**config.mk**
```make
export PLATFORM = sky130hd
export DESIGN_NAME = fifo_sync_param
export DESIGN_NICKNAME = d
export VERILOG_FILES = /design/src/rtl/fifo_sync_param_pkg.sv /design/src/rtl/fifo_mux_n_1.sv /design/src/rtl/fifo_sync_param.sv
export SDC_FILE = /design/constraint.sdc
export NUM_CORES = 1
export LEC_CHECK = 0
export ABC_AREA = 1
export BUFFER_PORTS_ARGS = -buffer_cell sky130_fd_sc_hd__buf_2
export CORE_AREA = 8 8 66 96
export DETAILED_ROUTE_END_ITERATION = 10
export DIE_AREA = 0 0 74 104
export PLACE_DENSITY = 0.66
export SLEW_MARGIN = 20
export SYNTH_ARGS = -nofsm -noshare
export SYNTH_HDL_FRONTEND = slang
export SYNTH_SLANG_ARGS = --single-unit
```
**constraint.sdc**
```tcl
create_clock -name clk -period 2 [get_ports clk]
set_clock_uncertainty 0.05 [all_clocks]
set_input_delay 0.3 -clock clk [delete_from_list [all_inputs] [get_ports clk]]
set_output_delay 0.3 -clock clk [all_outputs]
set_load 0.1 [all_outputs]
```
**src/rtl/fifo_sync_param_pkg.sv**
```systemverilog
// Shared widths and parameter legality helper for the synchronous show-ahead FIFO.
package fifo_sync_param_pkg;

  localparam int CORE_BW   = 4;
  localparam int CORE_SIMD = 1;

  // Depth must be a power of two >= 2; thresholds must sit inside the occupancy range.
  function automatic bit fifo_params_legal(int depth, int af_lvl, int ae_lvl);
    return (depth >= 2) && ((depth & (depth - 1)) == 0) &&
           (af_lvl >= 1) && (af_lvl <= depth) &&
           (ae_lvl >= 0) && (ae_lvl <= depth - 1);
  endfunction

endpackage

```
**src/rtl/fifo_mux_n_1.sv**
```systemverilog
// depth:1 word selector over a flat storage vector; drives the FIFO head word.
module fifo_mux_n_1
  import fifo_sync_param_pkg::*;
#(
  parameter int bw    = CORE_BW,
  parameter int simd  = CORE_SIMD,
  parameter int depth = 8
) (
  input  logic [depth*bw*simd-1:0] data,
  input  logic [$clog2(depth)-1:0] sel,
  output logic [bw*simd-1:0]       out
);

  localparam int W  = bw * simd;
  localparam int AW = $clog2(depth);

  always_comb begin
    out = '0;
    for (int i = 0; i < depth; i++) begin
      if (sel == AW'(i)) out = data[i*W +: W];
    end
  end

endmodule

```
**src/rtl/fifo_sync_param.sv**
```systemverilog
// Single-clock show-ahead FIFO with occupancy count, threshold flags and sticky error flags.
module fifo_sync_param
  import fifo_sync_param_pkg::*;
#(
  parameter int bw     = CORE_BW,
  parameter int simd   = CORE_SIMD,
  parameter int depth  = 8,
  parameter int af_lvl = 6,
  parameter int ae_lvl = 2
) (
  input  logic                       clk,
  input  logic                       reset,
  input  logic                       wr,
  input  logic [bw*simd-1:0]         in,
  input  logic                       rd,
  output logic [bw*simd-1:0]         out,
  output logic                       o_full,
  output logic                       o_empty,
  output logic                       o_afull,
  output logic                       o_aempty,
  output logic [$clog2(depth):0]     o_count,
  output logic                       o_ovf,
  output logic                       o_udf,
  input  logic                       clr_err
);

  localparam int W  = bw * simd;
  localparam int AW = $clog2(depth);

  localparam logic [AW:0] DEPTH_C = (AW+1)'(depth);
  localparam logic [AW:0] AF_C    = (AW+1)'(af_lvl);
  localparam logic [AW:0] AE_C    = (AW+1)'(ae_lvl);

  generate
    if (!fifo_params_legal(depth, af_lvl, ae_lvl)) begin : g_bad_params
      $error("fifo_sync_param: illegal depth/af_lvl/ae_lvl combination");
    end
  endgenerate

  logic [AW:0]        wr_ptr;
  logic [AW:0]        rd_ptr;
  logic [AW:0]        count;
  logic [W-1:0]       mem [depth];
  logic [depth*W-1:0] mem_flat;
  logic [W-1:0]       head;
  logic               push_ok;
  logic               pop_ok;

  // Flags come only from the registered count, so wr/rd never reach them combinationally.
  assign o_count  = count;
  assign o_full   = (count == DEPTH_C);
  assign o_empty  = (count == '0);
  assign o_afull  = (count >= AF_C);
  assign o_aempty = (count <= AE_C);

  // A full FIFO still accepts a write when the same cycle frees a slot.
  assign push_ok = wr & (~o_full | rd);
  assign pop_ok  = rd & ~o_empty;

  always_ff @(posedge clk) begin
    if (reset) begin
      wr_ptr <= '0;
      rd_ptr <= '0;
      count  <= '0;
      o_ovf  <= 1'b0;
      o_udf  <= 1'b0;
    end else begin
      if (push_ok) wr_ptr <= wr_ptr + 1'b1;
      if (pop_ok)  rd_ptr <= rd_ptr + 1'b1;
      unique case ({push_ok, pop_ok})
        2'b10:   count <= count + 1'b1;
        2'b01:   count <= count - 1'b1;
        default: count <= count;
      endcase
      // Set wins over clear when both happen in the same cycle.
      if (wr & o_full & ~rd) o_ovf <= 1'b1;
      else if (clr_err)      o_ovf <= 1'b0;
      if (rd & o_empty)      o_udf <= 1'b1;
      else if (clr_err)      o_udf <= 1'b0;
    end
  end

  always_ff @(posedge clk) begin
    if (push_ok && !reset) mem[wr_ptr[AW-1:0]] <= in;
  end

  always_comb begin
    for (int i = 0; i < depth; i++) mem_flat[i*W +: W] = mem[i];
  end

  fifo_mux_n_1 #(
    .bw    (bw),
    .simd  (simd),
    .depth (depth)
  ) u_mux (
    .data (mem_flat),
    .sel  (rd_ptr[AW-1:0]),
    .out  (head)
  );

  assign out = o_empty ? '0 : head;

endmodule

```
# After elaboration in Yosys (flattened, before gate mapping)
# Memory sizes are Yosys's and may differ from the RTL's.
# Index checks and enable logic that the tools add are counted.
totals:
  reg_bits: 14
  ram_bits: 32
  input_bits: 9
  out_inout_bits: 14
  elab_cells: 53
  memories: 1
memory_table:
  columns: ["memory", "words", "word_bits", "rd", "rd_ports_with_merged_regs", "wr", "line_no", "text"]
  rows:
  - ["mem", 8, 4, 8, 0, 1, "fifo_sync_param.sv:43", "logic [W-1:0] mem [depth];"]
op_classes:
  add_sub_neg: 4
  order_cmp: 2
  n_eq_ne: 10
  n_mux: 15
  n_bitwise: 9
  n_reduce_logical: 7
op_table:
  columns: ["operator", "n"]
  rows:
  - ["4-bit two-way mux", 9]
  - ["4-bit by 1-bit adder with 4-bit output, second input constant", 3]
  - ["3-bit equality test, second input constant", 4]
  - ["4-bit case mux with 2 select lines", 1]
  - ["3-bit by 2-bit equality test with 1-bit output, second input constant", 2]
  - ["2-bit nonzero test", 3]
  - ["1-bit bitwise AND", 5]
  - ["1-bit two-way mux", 5]
  - ["4-bit equality test, second input constant", 1]
  - ["4-bit by 3-bit greater-or-equal comparator with 1-bit output, second input constant", 1]
  - ["4-bit by 2-bit less-or-equal comparator with 1-bit output, second input constant", 1]
  - ["4-bit logical NOT", 1]
  - ["4-bit by 1-bit subtractor with 4-bit output, second input constant", 1]
  - ["3-bit by 1-bit equality test with 1-bit output, second input constant", 1]
  - ["3-bit logical NOT", 1]
  - ["1-bit inverter", 3]
  - ["2-bit by 1-bit equality test with 1-bit output, second input constant", 1]
  - ["2-bit equality test, second input constant", 1]
  - ["1-bit logical AND", 1]
  - ["1-bit logical NOT", 1]
  - ["1-bit OR", 1]

# Depth between registers and ports, before layout
depth:
  depth_word: 10
  mapped_depth: 12
  depth_no_buf: 12

# Modules after synthesis
# A second synthesis with hierarchy kept.
unflattened:
  cells_unflattened: 206
  hier_area_um2: 2037.0
modules_own_cells:
  columns: ["module", "instances", "cells_each", "area_each_um2", "seq_area_each_um2"]
  rows:
  - ["fifo_sync_param", 1, 147, 1730.4, 1201.2]
  - ["fifo_mux_n_1", 1, 59, 306.5, 0.0]

# Least setup slack after synthesis
# No wires, ideal clock.
synth_path:
  kind: "register to register"
  from: "reg count[3], in the netlist o_count[3]"
  to: "reg count[2], in the netlist o_count[2]"
  setup_ps: 115
  t_arrival_ps: 4392
  required_ps: 1835
  path_slack_ps: -2557
  path_stages_with_launch: 12
  n_path_buf: 0
  period_less_slack_ps: 4557
  path_cell_list: "dfxtp_1 -> inv_1 -> nor4_2 -> nand2_1 -> nand2_2 -> ha_1 -> xor2_1 -> ha_1 -> a21oi_1 -> xnor2_1 -> o21ai_0 -> inv_1"
synth_between:
  elab_chain_cells: 6
  word_cells_on_any_way: 11
  classes_between: "eq/ne (3); mux (1); bitwise (5); reduce/logical (2)"
synth_lines:
  columns: ["element", "line_no", "text"]
  rows:
  - ["from (decl)", "fifo_sync_param.sv:42", "logic [AW:0] count;"]
  - ["from (signal assigned)", "fifo_sync_param.sv:71", "2'b10: count <= count + 1'b1;"]
  - ["from (signal assigned)", "fifo_sync_param.sv:72", "2'b01: count <= count - 1'b1;"]
  - ["from (signal assigned)", "fifo_sync_param.sv:73", "default: count <= count;"]
  - ["4-bit equality test *", "fifo_sync_param.sv:51", "assign o_full = (count == DEPTH_C);"]
  - ["via o_full", "fifo_sync_param.sv:17", "output logic o_full,"]
  - ["1-bit inverter *", "fifo_sync_param.sv:57", "assign push_ok = wr & (~o_full | rd);"]
  - ["1-bit OR *", "fifo_sync_param.sv:57", null]
  - ["1-bit bitwise AND *", "fifo_sync_param.sv:57", null]
  - ["2-bit by 1-bit equality test with 1-bit output or 2-bit equality test (tied branches)", "fifo_sync_param.sv:70", "unique case ({push_ok, pop_ok})"]
  - ["4-bit case mux with 2 select lines or 2-bit nonzero test (tied branches)", null, null]
# Mark *: on every way through the listed nets, which the timed path passes. The rest lies on a longest branch.
# A chain may end at the register's enable or synchronous reset.

# Worst setup path after layout
layout_path:
  from: "reg rd_ptr[0]"
  to: "out out[1]"
layout_between:
  elab_chain_cells: 10
  word_cells_on_any_way: 17
  classes_between: "eq/ne (7); mux (9); reduce/logical (1)"
layout_lines:
  columns: ["element", "line_no", "text"]
  rows:
  - ["from (decl)", "fifo_sync_param.sv:41", "logic [AW:0] rd_ptr;"]
  - ["from (signal assigned)", "fifo_sync_param.sv:69", "if (pop_ok) rd_ptr <= rd_ptr + 1'b1;"]
  - ["3-bit logical NOT", "fifo_mux_n_1.sv:20", "if (sel == AW'(i)) out = data[i*W +: W];"]
  - ["4-bit two-way mux (7 in a row)", "fifo_mux_n_1.sv:20", null]
  - ["4-bit two-way mux *", "fifo_mux_n_1.sv:20", null]
  - ["4-bit two-way mux *", "fifo_sync_param.sv:101", "assign out = o_empty ? '0 : head;"]
  - ["to (decl)", "fifo_sync_param.sv:16", "output logic [bw*simd-1:0] out,"]
# Every way passes the cells marked *; elsewhere a longest branch is shown, timed or not.

==> impl_metrics.csv <==
group,metric,value,unit
die,start_util,0.4223,
timing,setup_tns,-0.7362,ns
yosys,synth_area,0.002113,sq mm
die,ioPinCount,23,
setup_path,worst_path_max_delay_cell,"dfxtp_4",
yosys,synth.avg_cell_area,9.109,sq um
yosys,ys_types,20,
clocking,max-clock-path-buffers,2,
detailed_routing,wl_per_cell,13.31,um
timing,hold_viol,0,
final_layout,layout_commonest_cell,"nand2_1",
global_route,antenna_found_initial,0,
timing,final-setup-viol-count,4,
setup_path,cp_cell_sequence,"ha_4 > ha_4 > inv_4 > o21ai_1 > inv_1 > nand2_2 > nand2_1 > nand2_1 > nand2_1 > nand2_2 > a21oi_4 > buf_12",
detailed_routing,routed_wl,4552,um
yosys,yosysSeqAreaShare,0.5684,
global_route,grt_pass1_vias,1717,
yosys,yosysWarnings,0,
place,gp_congestion,0.8212,
final_layout,finalNetCount,292,
clocking,numCtsBuffers,5,
global_route,met3_usage,0.02896,
clocking,cts_tree,"built",
global_route,grt_first_pass_wirelength,7631,um
setup_path,critPathKind,"flip-flop to output port",
die,die_y,104,um
timing,setup_slack,-0.2372,ns
setup_path,critical_path_required,1.65,ns
job,cap_viol_max_count,0,
clocking,cts_hold_buf,0,
yosys,syn_nets,251,
timing,min_period_over_period,1.119,
final_layout,syn_to_final_growth,35.94,%
global_route,grt_usage,0.1288,
global_route,grtUsageMet2,0.2348,
clocking,clock_latency,0.28,ns
setup_path,max_stage_delay,0.38,ns
final_layout,drive_gt1_frac,0.3431,
die,dieWidth,74,um
timing,max_slew.worst_pin.slew,0.5367,ns
pwr,leakagePower,1.166,nW
global_route,met1_usage,0.1244,
pwr,power,4.671,mW
timing,min_period,2.237,ns
global_route,grt_max_degree,15,
setup_path,crit_start,"rd_ptr[0]",
place,dp_slack,-0.01112,ns
setup_path,reg2reg_to,"o_count[2]",
global_route,top_usage_layer,"met2",
clocking,cts_sinks,44,
clocking,clk_root_buffer_cell,"clkbuf_8",
setup_path,critical_path.max_fanout,5,
final_layout,final_cell_mix,"nand2_1 (50), edfxtp_1 (32), inv_1 (30)",
detailed_routing,first_iter_violations,96,
min_path,hp-start,"reset",
outcome,failed_checks,"negative setup slack",
setup_path,critPathLaunchType,"flip-flop",
place,place_area,0.002659,sq mm
setup_path,endpoint,"out[1]",
setup_path,arrival,1.89,ns
global_route,grt_overflow,0,
yosys,syn_inst,232,
detailed_routing,first_pass_iters,4,
min_path,min_path_type,"input pin to flip-flop",
detailed_routing,vias,1630,
die,coreArea,0.005005,sq mm
final_layout,postLayoutCellArea,0.002873,sq mm
pwr,irDropWorstVdd,1069,uV
pwr,powerDensity,1626,mW/mm^2
timing,rsz0062_at_grt,"true",
yosys,ys_ff_latch,44,
setup_path,crit_top_cell,"nand2_1",
final_layout,finalNonFillerCells,342,
outcome,outcome,"finished, violations left",
setup_path,rrSetupSlack,0,ns
setup_path,crit_path_end_kind,"output port",
timing,drv_slew,0,
setup_path,reg2regPathDepth,10,
setup_path,r2r_start,"o_count[1]",
die,rows,32,
detailed_routing,drc_errors,0,
detailed_routing,ant_nets,0,
place,placed_cells,330,
clocking,clk_pin_slew,0.08,ns
die,die-area,0.007696,sq mm
detailed_routing,viasPerCell,4.766,
place,dp_hpwl,3525,um
timing,max_freq,447.0,MHz
clocking,htree_num_levels,2,
final_layout,n_antenna_cell,0,
timing,relSlewSlack,0.6417,
place,io_buffers,22,
## metal layers
metal  share of wire  routed length, um  vias up
li1                -                  -      840
met1            0.39               1775      755
met2            0.55               2506       24
met3           0.027                124       11
met4           0.032                145        0
met5               0                  0        -
## how the worst min path moves through the flow
stage          endpoint  depth (start not counted)
6_report          o_udf                          2
5_1_grt           o_ovf                          2
4_1_cts           o_udf                          2
3_5_place_dp      o_ovf                          2
3_3_place_gp      o_ovf                          2
2_1_floorplan     o_ovf                          1
## critical path, delay by kind of cell, from the launching register on
kind / cells / cell delay, ns
adders and majority gates: 2 / 0.35
buffers and inverters: 3 / 0.31
and+or+nand+nor: 5 / 0.34
AOI/OAI and AO/OA: 2 / 0.23
DFF: 1 / 0.38
## kinds of logic after synthesis
| group | Yosys count | share of synthesized area |
|---|---|---|
| buffers and inverters | 38 | 0.07105 |
| AND/OR/NAND/NOR | 102 | 0.2060 |
| AO/OA/AOI/OAI | 35 | 0.08289 |
| flip-flops | 44 | 0.5684 |
| XOR/XNOR | 3 | 0.01244 |
| adder cells (fa/ha/maj) | 10 | 0.05921 |
## report_power, final
| part | total [mW] | internal (mW) | switching (mW) |
|---|---|---|---|
| Clock | 0.663 | 0.370 | 0.293 |
| Combinational | 2.84 | 0.877 | 1.96 |
| Sequential | 1.17 | 1.08 | 0.0944 |
## stage by stage
stage / util / hold WS, ns
2_1_floorplan: - / 0.3191
6_report: 0.5740 / 0.1680
3_5_place_dp: 0.5313 / 0.4071
4_1_cts: 0.5635 / 0.1552
3_3_place_gp: 0.5313 / 0.3981
5_1_grt: 0.5740 / 0.1544
## synthesized netlist by cell type, drive strengths merged
library cell	instances	share of area
nor4	1	0.0059
nand2	60	0.11
dfxtp	12	0.11
nor2	19	0.035
edfxtp	32	0.45
a21oi	16	0.038
buf	1	0.0053
nor3	4	0.0095
xnor2	1	0.0041
o21ai	19	0.045
nand3	17	0.045
nand4	1	0.0030
inv	37	0.066
xor2	2	0.0083
ha	10	0.059
## timing repair
item	CTS	global route
endpoints found under the setup margin	5	7
pin swaps	12	4
buffers inserted	2	2
resized for setup	12	6
## registers in the layout, indices dropped and copies added, names as in the netlist
signal	flops
o_count	4
o_udf	1
mem	32
wr_ptr	3
rd_ptr	3
o_ovf	1
## layout make-up
class                      count  area (sq um)
fill                         444          2132
multi-input combinational    150          1037
inverter                      37         146.4
clock buffer                   5         68.82
tap                           68         85.08
clock inverter                 3         42.54
sequential                    44          1225
timing repair buffer          35         267.8
Note: power is estimated with default switching activity, not from simulation.
